<file path="src/rtl/even_cnt_sched.sv">
// rtl/even_cnt_sched.sv - round-robin scheduler sharing one even-step counter between two requesters
//
// Purpose:
//    Grants one of two requesters, drives the shared counter's run input for the
//    granted step count, then pulses done. Ties alternate. Jobs abort early when the
//    granted request drops. The counter value is also monitored for a 14->0 wrap
//    under this block's run and for illegal odd values.
//
// Ports:
//    clk      in   clock, rising edge
//    rst      in   reset, asynchronous, active-low
//    req0/1   in   level requests, held until the matching done
//    steps0/1 in   requested step count, sampled while the matching gnt is high
//    cnt_in   in   current value of the shared even-step counter
//    gnt0/1   out  1-cycle grant pulses
//    done0/1  out  1-cycle job-finished pulses
//    aborted  out  high with done when the job ended because its request dropped
//    run      out  run/enable to the shared counter
//    busy     out  high in every state except IDLE
//    wrap     out  1-cycle pulse after run=1 and cnt_in==14 are sampled together
//    err      out  sticky: cnt_in was seen odd

module even_cnt_sched #(
   parameter int STEP_W     = 4,
   parameter int GAP_CYCLES = 1
) (
   input  logic              clk,
   input  logic              rst,
   input  logic              req0,
   input  logic [STEP_W-1:0] steps0,
   input  logic              req1,
   input  logic [STEP_W-1:0] steps1,
   input  logic [3:0]        cnt_in,
   output logic              gnt0,
   output logic              gnt1,
   output logic              done0,
   output logic              done1,
   output logic              aborted,
   output logic              run,
   output logic              busy,
   output logic              wrap,
   output logic              err
);

   typedef enum logic [2:0] {IDLE, LOAD, RUN, DONE, GAP} state_t;

   localparam logic [STEP_W-1:0] REM_ONE  = STEP_W'(1);
   localparam logic [3:0]        GAP_LOAD = (GAP_CYCLES > 0) ? 4'(GAP_CYCLES - 1) : 4'd0;

   state_t            state_q, state_d;
   logic              sel_q, sel_d;     // requester owning the current job
   logic              last_q, last_d;   // requester served most recently
   logic [STEP_W-1:0] remaining_q, remaining_d;
   logic [3:0]        gap_q, gap_d;
   logic              gnt0_q, gnt0_d, gnt1_q, gnt1_d;
   logic              done0_q, done0_d, done1_q, done1_d;
   logic              aborted_q, aborted_d;
   logic              run_q, run_d, busy_q, busy_d;
   logic              wrap_q, wrap_d, err_q, err_d;

   logic              req_sel;
   logic [STEP_W-1:0] steps_sel;
   logic              abort_now;

   always_comb begin
      state_d     = state_q;
      sel_d       = sel_q;
      last_d      = last_q;
      remaining_d = remaining_q;
      gap_d       = gap_q;
      abort_now   = 1'b0;
      req_sel     = sel_q ? req1 : req0;
      steps_sel   = sel_q ? steps1 : steps0;

      case (state_q)
         IDLE: begin
            // On a tie the requester not served last wins, giving strict alternation.
            if (req0 && req1) begin
               sel_d   = ~last_q;
               state_d = LOAD;
            end else if (req0) begin
               sel_d   = 1'b0;
               state_d = LOAD;
            end else if (req1) begin
               sel_d   = 1'b1;
               state_d = LOAD;
            end
         end
         LOAD: begin
            remaining_d = steps_sel;
            last_d      = sel_q;
            state_d     = (steps_sel == '0) ? DONE : RUN;
         end
         RUN: begin
            // A dropped request ends the job even if this was its last step.
            if (!req_sel) begin
               abort_now   = 1'b1;
               remaining_d = '0;
               state_d     = DONE;
            end else begin
               remaining_d = remaining_q - REM_ONE;
               if (remaining_q == REM_ONE) begin
                  state_d = DONE;
               end
            end
         end
         DONE: begin
            if (GAP_CYCLES > 0) begin
               gap_d   = GAP_LOAD;
               state_d = GAP;
            end else begin
               state_d = IDLE;
            end
         end
         GAP: begin
            if (gap_q == 4'd0) begin
               state_d = IDLE;
            end else begin
               gap_d = gap_q - 4'd1;
            end
         end
         default: state_d = IDLE;
      endcase

      // Outputs are registered from the next state so they line up with the state they describe.
      gnt0_d    = (state_d == LOAD) && !sel_d;
      gnt1_d    = (state_d == LOAD) &&  sel_d;
      done0_d   = (state_d == DONE) && !sel_d;
      done1_d   = (state_d == DONE) &&  sel_d;
      aborted_d = abort_now;
      run_d     = (state_d == RUN);
      busy_d    = (state_d != IDLE);
      wrap_d    = run_q && (cnt_in == 4'd14);
      err_d     = err_q | cnt_in[0];
   end

   always_ff @(posedge clk or negedge rst) begin
      if (!rst) begin
         state_q     <= IDLE;
         sel_q       <= 1'b0;
         last_q      <= 1'b1;
         remaining_q <= '0;
         gap_q       <= 4'd0;
         gnt0_q      <= 1'b0;
         gnt1_q      <= 1'b0;
         done0_q     <= 1'b0;
         done1_q     <= 1'b0;
         aborted_q   <= 1'b0;
         run_q       <= 1'b0;
         busy_q      <= 1'b0;
         wrap_q      <= 1'b0;
         err_q       <= 1'b0;
      end else begin
         state_q     <= state_d;
         sel_q       <= sel_d;
         last_q      <= last_d;
         remaining_q <= remaining_d;
         gap_q       <= gap_d;
         gnt0_q      <= gnt0_d;
         gnt1_q      <= gnt1_d;
         done0_q     <= done0_d;
         done1_q     <= done1_d;
         aborted_q   <= aborted_d;
         run_q       <= run_d;
         busy_q      <= busy_d;
         wrap_q      <= wrap_d;
         err_q       <= err_d;
      end
   end

   assign gnt0    = gnt0_q;
   assign gnt1    = gnt1_q;
   assign done0   = done0_q;
   assign done1   = done1_q;
   assign aborted = aborted_q;
   assign run     = run_q;
   assign busy    = busy_q;
   assign wrap    = wrap_q;
   assign err     = err_q;

endmodule

</file>
<file path="config.mk">
export PLATFORM = sky130hd
export DESIGN_NAME = even_cnt_sched
export DESIGN_NICKNAME = d
export VERILOG_FILES = /design/src/rtl/even_cnt_sched.sv
export SDC_FILE = /design/constraint.sdc
export NUM_CORES = 1
export LEC_CHECK = 0
export ABC_AREA = 1
export CAP_MARGIN = 40
export CORE_MARGIN = 1.5
export CORE_UTILIZATION = 30
export DETAILED_ROUTE_END_ITERATION = 7
export PLACE_DENSITY_LB_ADDON = 0.08
export SLEW_MARGIN = 15
export SYNTH_ARGS = -nofsm -noshare
export SYNTH_HDL_FRONTEND = slang
export SYNTH_SLANG_ARGS = --single-unit
</file>
<file path="constraint.sdc">
create_clock -name clk -period 1.5 [get_ports clk]
set_clock_uncertainty 0.1 [all_clocks]
set_input_delay 0.15 -clock clk [delete_from_list [all_inputs] [get_ports clk]]
set_output_delay 0.15 -clock clk [all_outputs]
set_load 0.02 [all_outputs]
</file>
## Yosys cells after proc, flatten, opt, wreduce, memory -nomap -nowiden

Index checks and enable logic that the tools add are counted.

- Register bits: 22
- Bits of input ports: 16
- Output and inout port bits: 9
- Logic and storage cells: 62

- Multiplexer cells: 20
- Reduce and logical (&&, ||, !) cells: 14
- Equal/unequal tests: 10
- Add/subtract/negate cells: 2
- Bitwise gates (word level): 2

Operator list:

| cell | count |
|---|---|
| two-way mux 3 bit | 6 |
| case mux 4 bit (2 select lines) | 2 |
| case mux 3 bit (5 select lines) | 1 |
| equality test 3 x 2 -> 1 bit (second input constant) | 4 |
| two-way mux 4 bit | 3 |
| logical NOT 4 bit | 2 |
| two-way mux 1 bit | 8 |
| subtractor 4 x 1 -> 4 bit (second input constant) | 2 |
| equality test 3 x 1 -> 1 bit (second input constant) | 2 |
| logical AND 1 bit | 6 |
| equality test 4 x 1 -> 1 bit (second input constant) | 1 |
| equality test 4 bit (second input constant) | 1 |
| nonzero test 2 bit | 2 |
| equality test 3 bit (second input constant) | 1 |
| logical NOT 3 bit | 1 |
| nonzero test 3 bit | 1 |
| inequality test 2 bit (second input constant) | 1 |
| AND reduction 2 bit | 1 |
| logical NOT 1 bit | 1 |
| NOT 1 bit | 1 |
| bitwise OR 1 bit | 1 |

## Depth between registers and ports, before layout

Gate-level depths: netlist (run 1).

- Depth in word-level cells: 6
- Gate-level depth with buffers: 7
- Mapped depth without buffers: 7

## Worst setup path after synthesis (run 1)

Ideal clock, no wire load.

- Kind: reg2reg
- Start: register gap_q[0]
- End: register busy_q (netlist: busy)
- Cell stages (with the launch flop): 8
- Arrival: 1.081 ns
- Path buffers: 0
- Setup time: 0.126 ns
- Slack: 0.193 ns
- Path through: dfrtp_1 -> inv_1 -> ha_1 -> nand3_1 -> nand3_1 -> nand2_1 -> nor2_1 -> nand3_1

- Longest elaborated chain between the ends: 4

RTL lines:

| what | line | RTL |
|---|---|---|
| from (decl) | 54 | `logic [3:0] gap_q, gap_d;` |
| from (signal assigned) | 158 | `gap_q <= gap_d;` |
| logical NOT 4 bit | 116 | `if (gap_q == 4'd0) begin` |
| two-way mux 3 bit | 116 |  |
| case mux 3 bit (5 select lines) | 75 | `case (state_q)` |
| named net state_d[2] | 50 | `state_t state_q, state_d;` |
| nonzero test 3 bit | 132 | `busy_d = (state_d != IDLE);` |
| named net busy_d | 58 | `logic run_q, run_d, busy_q, busy_d;` |
| to (signal assigned) | 165 | `busy_q <= busy_d;` |
| to (decl) | 58 |  |

The timed path passes the listed nets, and every way through them passes these cells.
A chain may end at the register's enable or synchronous reset.

## Final worst setup path (run 1)

- Start: register run_q (netlist: run)
- End: output run

RTL lines:

| what | line | RTL |
|---|---|---|
| from (decl) | 58 |  |
| from (signal assigned) | 164 | `run_q <= run_d;` |
| to (decl) | 39 | `output logic run,` |

No word-level cell between the ends.

==> run metrics, run 1 <==
status=finished, final reports clean; Die Area=4090 um^2; Mapped Nets=160; Synth area leaders=dfrtp_1 (47%), nand2_1 (13%), inv_1 (6.4%); #FFs+latches synth=22; number of max-slew violations in the final report=0; CTS buffer count=3; clock-pin slew of the registers on the worst-case setup and hold paths=0.08 ns; Async S/R FF share, synth=100%; Max VDD drop=0.000601 V; # clock sinks=22; fin util=43.7%; final routed DRC violation total=0; nets=193; worst hold slack=0.147 ns; Via density=4.38; TNS Setup=0 ns; Post-Syn Area=1110 um^2; combinational share of power=50.9%; cell area after layout=1500 um^2; Die Wd=64.0 um; sequential share of the synthesized area=49.5%; final cell count without fillers=219; Max Cap Violations=0; clock buffer depth=2; syn avg cell area=7.91 um^2; reg2reg start=gap_q[0]; global route overflow=0; Worst Tran Pin Value=0.328 ns; num ports=25; antenna viol nets, final=0; P_int=0.00164 W; n_diodes=0; Leakage Power=0.743 nW; layout cell share with drive strength beyond 1=13.3%; Port Buffers=24; Post-Synthesis Cells=141; worst path bufs/invs=1; hpwl dp=1730 um; placed cells=215; Power Dens Cells=1890 nW/um^2; CP startpoint kind=flip-flop; synth cell count leaders=nand2_1 (38), dfrtp_1 (21), inv_1 (19); H-tree levels=1; core area=3440 um^2; sequential share of power=34.6%; fin crit period=1.45 ns; switching part of the total=42.5%; delay-heaviest family, CP=buffers and inverters; GRT Util Overall=11.2%; Area Growth Syn to Fin=34.8%; CTS tree=built; Setup crit start=run; Crit-path slowest cell=clkdlybuf4s50_1; Netlist cell types=21; Final setup viols=0; CP max FO=2; switching pwr=0.00121 W; FP Rows=21; Worst Path Arrival=1.20 ns; fillers=344; Max Clock Freq=0.688 GHz; Post-synth EDFFs=0; CP peak stage delay=0.60 ns; initial core utilization=32.4%; Worst slew margin=77.9%; vias in the first global route=873; Routed WL=2180 um; DR WL/cell=9.95 um; Synth Warn #=0; DR vias=960; Synth area leader=dfrtp_1; Final GP Congestion=0.762; Root Buffer=clkbuf_8; drt pass-1 iters=4; Critical Path RT=1.25 ns; Setup crit end kind=output pin; largest net degree at the start of global routing=23; Detailed Route Iter0 Violations=23; post-CTS setup buffers=0; RSZ-0062 raised after global routing=false; most used flip-flop cell after synthesis=dfrtp_1; Final period util=96.9%; clock network power share=14.5%; worst hold path type=input port to async pin; Clock Latency Late Sink=0.25 ns; Final Hold Fails=0; Chip Height=64.0 um; CP Class=flip-flop to output pin; share of the synthesized area in the top cell type=47.1%; first-pass GRT wire length=3640 um; initial antenna violation count=0; crit-path cells=clkdlybuf4s50_1; most common cell in the netlist=nand2_1; DP Area=1440 um^2
## state kept, by name, summed over array words and instances (netlist names)
name         count
gap_q            4
last_q           1
remaining_q      4
sel_q            1
wrap             1
aborted          1
run              1
done0            1
err              1
busy             1
gnt0             1
done1            1
state_q          3
gnt1             1
## metal layers
layer	vias to the layer above	GRT usage, %	share of wire, %
met2	16	20.1	50
met4	0	3.26	0.92
met1	434	13.8	46
li1	508	-	-
met5	-	0	0
met3	2	1.58	3.0
## path summary, 6_finish.rpt
check | endpoint | slack, ns | cells past startpoint
worst max-delay path | run | 0.05 | 1
worst min-delay path | wrap | 0.15 | 2
worst max register to register | busy | 0.16 | 7
worst min register to register | err | 0.38 | 1
max in group asynchronous | last_q | 0.88 | 2
min in group clk | wrap | 0.33 | 3
## cell type report
cell class / count / area (um^2) / share of cell area [%]
Multi-Input combinational cell: 98 / 489 / 32.6
Timing Repair Buffer: 28 / 270 / 18.0
Sequential cell: 22 / 552 / 36.7
Clock buffer: 4 / 55.1 / 3.66
Tap cell: 46 / 57.6 / 3.83
Inverter: 21 / 78.8 / 5.25
## through the flow
stage	setup WS, ns	total power [W]
after floorplan	0.193	0.00199
after global placement	0.0477	0.00244
after detailed placement	0.0153	0.00245
after CTS	0.0328	0.00287
after global routing	0.00170	0.00315
final	0.0463	0.00284
## logic make-up after synthesis
kind of cell / synth area share, %
flops: 49.5
xor+xnor: 0.786
simple gates: 29.3
compound gates: 9.99
fa+ha+maj: 3.37
buf+inv: 7.07
## power groups by stage
stage	Combinational [W]	Clock, W	Sequential, W
floorplan	0.000922	0	0.00107
global placement	0.00144	0	0.00100
detailed placement	0.00145	0	0.00100
CTS	0.00146	0.000428	0.000987
global route	0.00167	0.000458	0.00102
finish	0.00145	0.000412	0.000986
## worst register-to-register path, stage by stage (launching register included)
cell     delay [ns]
dfrtp_1        0.40
inv_2          0.07
ha_2           0.18
nand3_1        0.08
nand3_1        0.10
nand2_2        0.11
nor2_1         0.10
nand3_1        0.08
## cells in the final DEF (no fill, tap or decap), types with 3 or more instances in the layout
master,count
nand2_1,37
clkdlybuf4s50_1,24
dfrtp_1,21
inv_1,18
nand3_1,13
nor2_1,13
o21ai_0,9
a21oi_1,7
nand2_2,4
clkbuf_8,4
buf_4,4
inv_2,3
## repair_timing
item / in CTS / in global routing
endpoints found under the setup margin: 0 / 3
gates resized for setup: 0 / 3
hold buffers: 0 / 0
Note: power is estimated with default switching activity, not from simulation.
==> run 2, diff against run 1 <==
CORE_UTILIZATION = 49   (was 30)
==> run metrics, run 2 (synthesis gave the netlist of run 1 again) <==
DR WL/cell=11.0 um (was 9.95 um); Leakage Power=0.806 nW (was 0.743 nW); Max Clock Freq=0.738 GHz (was 0.688 GHz); flop-to-flop setup slack=0.15 ns (was 0.16 ns); crit-path cells=inv_1 -> ha_2 -> nand3_1 -> nand3_1 -> nand2_2 -> nor2_1 -> nand3_1 (was clkdlybuf4s50_1); CP peak stage delay=0.40 ns (was 0.60 ns); Detailed Route Iter0 Violations=12 (was 23); RR Endpoint=busy (unchanged); Worst slew margin=80.2% (was 77.9%); Max Cap Violations=0 (unchanged); placed cells=197 (was 215); Chip Height=50.7 um (was 64.0 um); Power Dens Cells=1910 nW/um^2 (was 1890 nW/um^2); CTS tree=built (unchanged); Final setup viols=0 (unchanged); FP Rows=17 (was 21); Hold Crit Depth=3; clock-pin slew of the registers on the worst-case setup and hold paths=0.13 ns (was 0.08 ns); Largest regs=gap_q x4, remaining_q x4, state_q x3 (unchanged); sequential share of power=34.9% (was 34.6%); GRT Util Overall=20.0% (was 11.2%); Clock Latency Late Sink=0.31 ns (was 0.25 ns); switching part of the total=43.0% (was 42.5%); layout cell share with drive strength beyond 1=14.3% (was 13.3%); combinational share of power=49.2% (was 50.9%); CP Class=flip-flop to flip-flop (was flip-flop to output pin); Critical Path RT=1.61 ns (was 1.25 ns); P_int=0.00163 W (was 0.00164 W); nets=195 (was 193); DR vias=1,010 (was 960); commonest non-fill, non-tap cell in the layout=nand2_1 (unchanged); Root Buffer=clkbuf_4 (was clkbuf_8); worst hold path type=input port to flip-flop (was input port to async pin); Die Area=2570 um^2 (was 4090 um^2); Worst Hold End=wrap; global route overflow=0 (unchanged); initial antenna violation count=0 (unchanged); most frequent cells in the layout=nand2_1 (37), dfrtp_1 (21), inv_1 (19) (was nand2_1 (37), clkdlybuf4s50_1 (24), dfrtp_1 (21)); initial core utilization=51.4% (was 32.4%); switching pwr=0.00123 W (was 0.00121 W); hold_sp=cnt_in[3]; CP startpoint kind=flip-flop (unchanged); num ports=25 (unchanged); number of max-slew violations in the final report=0 (unchanged); Via density=4.98 (was 4.38); core area=2170 um^2 (was 3440 um^2); cell area after layout=1500 um^2 (about the same); worst hold slack=0.292 ns (was 0.147 ns); Area Growth Syn to Fin=34.5% (was 34.8%); CTS buffer count=3 (unchanged); hpwl dp=1800 um (was 1730 um); DP Area=1420 um^2 (was 1440 um^2); delay-heaviest family, CP=simple AND/OR/NAND/NOR gates (was buffers and inverters); drt pass-1 iters=4 (unchanged); CP max FO=7 (was 2); Routed WL=2240 um (was 2180 um); Final Hold Fails=0 (unchanged); antenna viol nets, final=0 (unchanged); vias in the first global route=932 (was 873); Setup crit end kind=flip-flop (was output pin); first-pass GRT wire length=3800 um (was 3640 um); fillers=203 (was 344); Final period util=90.3% (was 96.9%); # clock sinks=22 (unchanged); Die Wd=50.7 um (was 64.0 um); clock network power share=15.9% (was 14.5%); R2R cell count=7 (unchanged); fin crit period=1.35 ns (was 1.45 ns); Worst Tran Pin Value=0.297 ns (was 0.328 ns); RSZ-0062 raised after global routing=true (was false); final routed DRC violation total=0 (unchanged); Tot Pwr=0.00286 W (was 0.00284 W); Max VDD drop=0.00116 V (was 0.000601 V); worst path bufs/invs=1 (unchanged); Worst Path Arrival=1.47 ns (was 1.20 ns); reg2reg start=gap_q[0] (unchanged); Final GP Congestion=0.758 (was 0.762); status=finished, final reports clean (unchanged); H-tree levels=1 (unchanged); final cell count without fillers=203 (was 219); Port Buffers=24 (unchanged); Crit-path slowest cell=dfrtp_1 (was clkdlybuf4s50_1); clock buffer depth=2 (unchanged); CP dominant cell by count=nand3_1; n_diodes=0 (unchanged); largest net degree at the start of global routing=14 (was 23)
## run 2: cell types whose count changed in the layout (fill, tap and decap cells not counted), sizes merged
| cell | before | now |
|---|---|---|
| dlymetal6s2s | 0 | 2 |
| buf | 4 | 5 |
| dlygate4sd3 | 0 | 1 |
| clkbuf | 4 | 3 |
| bufinv | 0 | 1 |
| clkdlybuf4s50 | 24 | 15 |
| dlygate4sd2 | 0 | 7 |
## run 2: final cells by class
class                           instances  area (um^2)  share of cell area (%)
Inverter                               21         78.8                    5.26
Multi-Input combinational cell         98          497                    33.1
Clock buffer                            3         22.5                    1.50
Clock inverter                          1         30.0                    2.00
Tap cell                               28         35.0                    2.34
Timing Repair Buffer                   30          284                    18.9
Sequential cell                        22          552                    36.8
## run 2: worst max-delay path by stage
stage	from	end	slack, ns	cells past startpoint
floorplan	gap_q[0]	busy	0.19	7
global placement	req0	run	0.09	7
detailed placement	req1	done0	0.06	7
CTS	gnt1	gnt1	0.0007	1
global route	gap_q[0]	gap_q[2]	-0.03	7
finish	gap_q[0]	busy	0.15	7
## run 2: worst reg2reg max path: cells and delay by family (launching register included)
| kind | cells | cell delay (ns) |
|---|---|---|
| AND/OR/NAND/NOR | 5 | 0.46 |
| flip-flops | 1 | 0.40 |
| adder cells (fa/ha/maj) | 1 | 0.20 |
| buffers and inverters | 1 | 0.10 |
## run 2: timing repair
item	4_1_cts	5_1_grt
hold endpoints to repair	4	0
gates cloned	0	0
buffers inserted	0	1
setup endpoints to repair	7	8
pin swaps	0	0
gates resized for setup	7	7
hold buffers	1	0
## run 2: through the flow
step / setup TNS (ns) / setup WS (ns) / util (%)
after global placement: 0 / 0.0899 / 65.5
after global routing: -0.0291 / -0.0251 / 69.1
after CTS: 0 / 0.000700 / 67.9
after detailed placement: 0 / 0.0588 / 65.5
final: 0 / 0.145 / 69.1
after floorplan: 0 / 0.193 / -
## run 2: power by group through the flow
| stage | Sequential (W) | Combinational (W) | Clock [W] |
|---|---|---|---|
| final | 0.000999 | 0.00141 | 0.000453 |
| after global routing | 0.00103 | 0.00163 | 0.000487 |
| after CTS | 0.000995 | 0.00140 | 0.000461 |
| after detailed placement | 0.00101 | 0.00143 | 0 |
| after global placement | 0.000997 | 0.00139 | 0 |
| after floorplan | 0.00107 | 0.000922 | 0 |
## run 2: layer usage
| metal | up-vias | share of wire [%] | track usage, % |
|---|---|---|---|
| met5 | - | 0 | 0 |
| met4 | 0 | 1.7 | 9.46 |
| met3 | 6 | 3.3 | 2.68 |
| met2 | 24 | 54 | 37.7 |
| met1 | 463 | 41 | 21.8 |
| li1 | 517 | - | - |
